## src/rtl/alu_in_req_scheduler.sv

```systemverilog
// ---------------------------------------------------------------------------
// alu_in_req_scheduler
//
// Shares a single ALU (valid/ready request side, done/result completion side)
// between NUM_REQ requesters. Requests are granted round-robin, and only one
// operation is in flight at a time: grant -> issue -> wait for done -> respond.
// A completion timeout turns a missing alu_done into an error response.
//
// Ports
//   clk, rst                   rising-edge clock, synchronous active-high reset
//   req_valid/req_ready        per-requester handshake (ready is a one-hot pulse)
//   req_op/req_a/req_b         per-requester op and operands, packed by index
//   rsp_valid/rsp_result/rsp_err  one-hot one-cycle completion to the owner
//   alu_valid/alu_ready        request handshake toward the ALU
//   alu_op/alu_a/alu_b         captured op/operands presented to the ALU
//   alu_done/alu_result        one-cycle result strobe from the ALU
//   busy                       high whenever the scheduler is not idle
// ---------------------------------------------------------------------------
module alu_in_req_scheduler #(
  parameter int NUM_REQ   = 4,
  parameter int OP_WIDTH  = 8,
  parameter int RES_WIDTH = 16,
  parameter int TIMEOUT   = 64
) (
  input  logic                        clk,
  input  logic                        rst,
  input  logic [NUM_REQ-1:0]          req_valid,
  output logic [NUM_REQ-1:0]          req_ready,
  input  logic [3*NUM_REQ-1:0]        req_op,
  input  logic [OP_WIDTH*NUM_REQ-1:0] req_a,
  input  logic [OP_WIDTH*NUM_REQ-1:0] req_b,
  output logic [NUM_REQ-1:0]          rsp_valid,
  output logic [RES_WIDTH-1:0]        rsp_result,
  output logic                        rsp_err,
  output logic                        alu_valid,
  input  logic                        alu_ready,
  output logic [2:0]                  alu_op,
  output logic [OP_WIDTH-1:0]         alu_a,
  output logic [OP_WIDTH-1:0]         alu_b,
  input  logic                        alu_done,
  input  logic [RES_WIDTH-1:0]        alu_result,
  output logic                        busy
);

  localparam int PTR_W = (NUM_REQ > 1) ? $clog2(NUM_REQ) : 1;
  localparam int CNT_W = (TIMEOUT > 2) ? $clog2(TIMEOUT) : 1;

  localparam logic [2:0] OP_ADD = 3'b001;
  localparam logic [2:0] OP_AND = 3'b010;
  localparam logic [2:0] OP_XOR = 3'b011;
  localparam logic [2:0] OP_MUL = 3'b100;
  localparam logic [2:0] OP_RST = 3'b111;

  typedef enum logic [1:0] {
    IDLE,
    ISSUE,
    WAIT,
    RESP
  } state_e;

  state_e                state_q, state_d;
  logic [PTR_W-1:0]      ptr_q, ptr_d;
  logic [PTR_W-1:0]      owner_q, owner_d;
  logic [2:0]            op_q, op_d;
  logic [OP_WIDTH-1:0]   a_q, a_d;
  logic [OP_WIDTH-1:0]   b_q, b_d;
  logic [CNT_W-1:0]      cnt_q, cnt_d;
  logic [NUM_REQ-1:0]    rsp_valid_q, rsp_valid_d;
  logic [RES_WIDTH-1:0]  rsp_result_q, rsp_result_d;
  logic                  rsp_err_q, rsp_err_d;

  logic                  grant_found;
  logic [PTR_W-1:0]      grant_idx;
  logic [PTR_W-1:0]      scan_idx;
  logic [2:0]            sel_op;
  logic [OP_WIDTH-1:0]   sel_a;
  logic [OP_WIDTH-1:0]   sel_b;

  // Only these codes reach the ALU; everything else behaves as no_op.
  function automatic logic needs_alu(input logic [2:0] op);
    return (op == OP_ADD) || (op == OP_AND) || (op == OP_XOR) ||
           (op == OP_MUL) || (op == OP_RST);
  endfunction

  // Round-robin pick: first asserted request at or after ptr_q, wrapping.
  always_comb begin
    grant_found = 1'b0;
    grant_idx   = '0;
    scan_idx    = '0;
    for (int unsigned i = 0; i < NUM_REQ; i++) begin
      scan_idx = PTR_W'((32'(ptr_q) + i) % NUM_REQ);
      if (!grant_found && req_valid[scan_idx]) begin
        grant_found = 1'b1;
        grant_idx   = scan_idx;
      end
    end
  end

  always_comb begin
    int unsigned g;
    g      = 32'(grant_idx);
    sel_op = req_op[3*g +: 3];
    sel_a  = req_a[OP_WIDTH*g +: OP_WIDTH];
    sel_b  = req_b[OP_WIDTH*g +: OP_WIDTH];
  end

  always_comb begin
    state_d      = state_q;
    ptr_d        = ptr_q;
    owner_d      = owner_q;
    op_d         = op_q;
    a_d          = a_q;
    b_d          = b_q;
    cnt_d        = cnt_q;
    rsp_valid_d  = '0;
    rsp_result_d = '0;
    rsp_err_d    = 1'b0;
    req_ready    = '0;
    alu_valid    = 1'b0;

    case (state_q)
      IDLE: begin
        // Grant suppressed while rst is high so no requester sees an accept
        // that the reset is about to discard.
        if (grant_found && !rst) begin
          req_ready[grant_idx] = 1'b1;
          owner_d = grant_idx;
          op_d    = sel_op;
          a_d     = sel_a;
          b_d     = sel_b;
          ptr_d   = (grant_idx == PTR_W'(NUM_REQ - 1)) ? '0 : grant_idx + 1'b1;
          if (needs_alu(sel_op)) begin
            state_d = ISSUE;
          end else begin
            state_d              = RESP;
            rsp_valid_d[grant_idx] = 1'b1;
          end
        end
      end

      ISSUE: begin
        alu_valid = 1'b1;
        if (alu_ready) begin
          cnt_d = '0;
          if (op_q == OP_RST) begin
            state_d              = RESP;
            rsp_valid_d[owner_q] = 1'b1;
          end else begin
            state_d = WAIT;
          end
        end
      end

      WAIT: begin
        cnt_d = cnt_q + 1'b1;
        // Response is registered, so deciding one count early makes rsp_valid
        // land exactly TIMEOUT cycles after the ALU accept.
        if (alu_done) begin
          state_d              = RESP;
          rsp_valid_d[owner_q] = 1'b1;
          rsp_result_d         = alu_result;
        end else if (cnt_q == CNT_W'(TIMEOUT - 2)) begin
          state_d              = RESP;
          rsp_valid_d[owner_q] = 1'b1;
          rsp_err_d            = 1'b1;
        end
      end

      RESP: begin
        state_d = IDLE;
      end

      default: state_d = IDLE;
    endcase
  end

  always_ff @(posedge clk) begin
    if (rst) begin
      state_q      <= IDLE;
      ptr_q        <= '0;
      owner_q      <= '0;
      op_q         <= '0;
      a_q          <= '0;
      b_q          <= '0;
      cnt_q        <= '0;
      rsp_valid_q  <= '0;
      rsp_result_q <= '0;
      rsp_err_q    <= 1'b0;
    end else begin
      state_q      <= state_d;
      ptr_q        <= ptr_d;
      owner_q      <= owner_d;
      op_q         <= op_d;
      a_q          <= a_d;
      b_q          <= b_d;
      cnt_q        <= cnt_d;
      rsp_valid_q  <= rsp_valid_d;
      rsp_result_q <= rsp_result_d;
      rsp_err_q    <= rsp_err_d;
    end
  end

  assign rsp_valid  = rsp_valid_q;
  assign rsp_result = rsp_result_q;
  assign rsp_err    = rsp_err_q;
  assign alu_op     = op_q;
  assign alu_a      = a_q;
  assign alu_b      = b_q;
  assign busy       = (state_q != IDLE);

endmodule
```

## config.mk

```make
export PLATFORM = sky130hd
export DESIGN_NAME = alu_in_req_scheduler
export DESIGN_NICKNAME = d
export VERILOG_FILES = /design/src/rtl/alu_in_req_scheduler.sv
export SDC_FILE = /design/constraint.sdc
export NUM_CORES = 1
export LEC_CHECK = 0
export ABC_AREA = 0
export CORE_ASPECT_RATIO = 1.2
export CORE_MARGIN = 5
export CORE_UTILIZATION = 42
export DETAILED_ROUTE_END_ITERATION = 10
export PLACE_DENSITY = 0.86
export SYNTH_ARGS = -nofsm -noshare
export SYNTH_HDL_FRONTEND = slang
export SYNTH_SLANG_ARGS = --single-unit
```

## constraint.sdc

```tcl
create_clock -name clk -period 3.95 [get_ports clk]
set_clock_uncertainty 0.15 [all_clocks]
set_input_delay 0.5925 -clock clk [delete_from_list [all_inputs] [get_ports clk]]
set_output_delay 0.5925 -clock clk [all_outputs]
set_load 0.01 [all_outputs]
```

==> results.ini <==
[critical_path]
worstRegToRegCells=8
worstSetupEndpointType=output port
critPathKind=input port to output port
critPathLaunchType=input port
reg2reg_from=ptr_q[1]$_SDFFE_PP0P_
rrSetupSlack_ns=1.39
cp.required_ns=3.21
cp_data_arrival_time_ns=2.70
cp_max_fo=13
worstReg2RegEnd=rsp_valid[1]$_SDFF_PP0_

[timing]
min_period_ns=3.45
setup_viol=0
worst_slew_pin_slew_ns=0.551
rsz0062_at_grt=false
hold_viol=0
fmax_ghz=0.290
drv_slew=0
slew_headroom_pct=62.9
tns_ns=0
fin_hold_ws_ns=0.331
fin_crit_sh_pct=87.3

[outcome]
status=completed

[floorplanning]
die_h_um=97.2
core_sq_mm=0.00609
rows=31
ioPinCount=146
start_util_pct=43.7
die_x_um=82.7
dieArea_sq_mm=0.00803

[power_and_ir_drop]
swShare_pct=38.2
peakVddDrop_v=0.000254
clock_power_share_pct=14.8
switching_power_mw=0.776
pwr-share-seq_pct=34.3
power_leakage_nw=1.70
p_int_mw=1.25
pwr_density_cell_mw_per_mm2=476
combinationalPowerShare_pct=50.9

[yosys]
yosys-top-cells-area=dfxtp_1, nand2_1, and2_1
synth_top_area_share_pct=39.1
ys_seq_area_share_pct=39.1
syn_avg_cell_area_sq_um=7.80
netlist_instances=341
synth_cell_type_count=41
synth_nets=451
syn-cell-area_sq_mm=0.00266
ys_ff_latch=52
synth_largest_area_cell=dfxtp_1
ys_warn_count=0

[cells_and_area]
area_growth_syn_to_layout_pct=60.4
final_nets=590
multi_input_area_sq_mm=0.00151
regArea_sq_mm=0.00104
utilization_pct=70.1
fin_cells=563
antenna_cells=0
drive_gt1_share_pct=4.37
fin_area_sq_mm=0.00427
fillers=496

[global_route]
gr-total-overflow=0
grt_pass1_wl_um=12700
grt_pass1_vias=2926
antenna_found_initial=0
grt_max_degree=36
grt_use_total_pct=19.5

[drt]
vias_per_cell=5.11
totalWireLength_um=7990
ant_nets=0
dr_total_vias=2878
routedWlPerCell_um=14.2
drc=0
drt-initial-drc-count=73
dr.pass1.iters=4

[clocking]
cts.sinks=52
cts_resized=0
numCtsBuffers=5
cts_root_buffer=clkbuf_8
htree_levels=2
clk_pin_slew_ns=0.10
cts_tree=done
cts_hold_buf=0
cts_setup_buffers=0
cts_max_path_buffers=2
clkLatencyLatePin_ns=0.30

[min_path]
hp-class=flip-flop to flip-flop
min-delay-start=alu_a[6]$_SDFFE_PP0P_
holdPathStages=2
hold_end=alu_a[6]$_SDFFE_PP0P_

[place]
dpl_cell_area_sq_mm=0.00418
gp_congestion=0.774
port_buffers=145
place_inst=555
hpwl_um=6430

[flow_run]
cap_violations=0

## synthesized netlist by cell type
cell type and instances:
nand2_1 84, dfxtp_1 52, nor2_1 23, and2_1 20, a21oi_1 19, clkbuf_1 14, o21ai_1 14, and3_1 12
a311oi_1 11, nand3b_1 11, ha_1 10, nand3_1 10, inv_1 6, o22ai_1 6, mux2i_1 5, nand2b_1 4
buf_2 3, nor3_1 3, o21ai_0 3, or3_1 3, xnor2_1 3, a31oi_1 2, mux2_2 2, nor2b_1 2
o31ai_1 2, xor2_1 2, a221oi_1 1, and2b_1 1, and3b_1 1, and4_1 1, buf_1 1, buf_6 1
inv_2 1, inv_4 1, mux2i_4 1, nor4_1 1, nor4b_1 1, o21a_1 1, o21ai_2 1, o21bai_1 1
o22ai_4 1
## per-layer routing
layer | vias up | GRT usage (%) | wire (um)
met4 | 0 | 7.04 | 187
met5 | - | 0 | 0
met3 | 18 | 6.03 | 747
met2 | 127 | 37.0 | 4250
met1 | 1296 | 18.9 | 2810
li1 | 1437 | - | -
## registers in the layout (all words and copies together) (netlist names)
| register | cells |
|---|---|
| alu_op | 3 |
| state_q | 2 |
| ptr_q | 2 |
| owner_q | 2 |
| rsp_result | 16 |
| alu_b | 8 |
| rsp_err | 1 |
| alu_a | 8 |
| cnt_q | 6 |
| rsp_valid | 4 |
## power by group through the flow
stage | sequential (mW) | combinational [mW] | clock [mW]
floorplan | 0.732 | 0.583 | 0
global placement | 0.701 | 1.01 | 0
CTS | 0.696 | 1.04 | 0.309
global route | 0.709 | 1.15 | 0.330
detailed placement | 0.708 | 1.04 | 0
finish | 0.696 | 1.03 | 0.301
## worst max-delay path, cell delays in order
cell             delay (ns)
clkdlybuf4s50_1        0.56
mux2i_1                0.10
o22ai_1                0.24
nor2_2                 0.12
inv_2                  0.22
ha_1                   0.19
and2_1                 0.14
clkdlybuf4s50_1        0.55
## worst max-delay path by stage
stage | startpoint | endpoint | slack, ns | cells past startpoint
after global placement | req_valid[2] | req_ready[2] | 0.60 | 8
after global routing | req_valid[2] | req_ready[0] | 0.38 | 8
after CTS | req_valid[0] | req_ready[3] | 0.51 | 8
after detailed placement | req_valid[2] | req_ready[0] | 0.51 | 8
after floorplan | req_valid[2] | req_ready[3] | 1.05 | 7
final | req_valid[2] | req_ready[0] | 0.50 | 8
## cells by family after synthesis
group                    synth area share [%]
XOR/XNOR                                 1.65
AND/OR/NAND/NOR                          31.8
buffers and inverters                    4.33
adder cells (fa/ha/maj)                  4.70
multiplexers                             3.57
AO/OA/AOI/OAI                            14.8
flip-flops                               39.1
## metrics by stage
stage | setup slack, ns | power, mW
2_1_floorplan | 1.05 | 1.32
3_3_place_gp | 0.595 | 1.72
3_5_place_dp | 0.510 | 1.75
4_1_cts | 0.507 | 2.05
5_1_grt | 0.379 | 2.19
6_report | 0.503 | 2.03
## cell type report
type,count,share of cell area [%]
well taps,82,2.40
flip-flops and latches,52,24.4
clock buffers,6,1.70
multi-input cells,262,35.3
clock inverters,2,0.381
inverters,8,0.762
repair buffers,151,35.1
## layout by cell type (no fill, tap or decap), drive strengths merged, types with 2 or more instances in the layout
master / netlist / final
nand3b: 11 / 11
and3: 12 / 12
and2: 20 / 20
nand3: 10 / 10
nor2: 23 / 23
or3: 3 / 3
clkbuf: 14 / 6
xnor2: 3 / 3
nor3: 3 / 3
a31oi: 2 / 2
a311oi: 11 / 11
xor2: 2 / 2
mux2i: 6 / 6
o22ai: 7 / 7
a21oi: 19 / 19
o21ai: 18 / 18
o31ai: 2 / 2
clkdlybuf4s50: 0 / 145
inv: 8 / 8
nand2b: 4 / 4
mux2: 2 / 2
nor2b: 2 / 2
buf: 5 / 6
ha: 10 / 10
nand2: 84 / 84
dfxtp: 52 / 52
No activity file was read; power rests on OpenSTA's default activity.
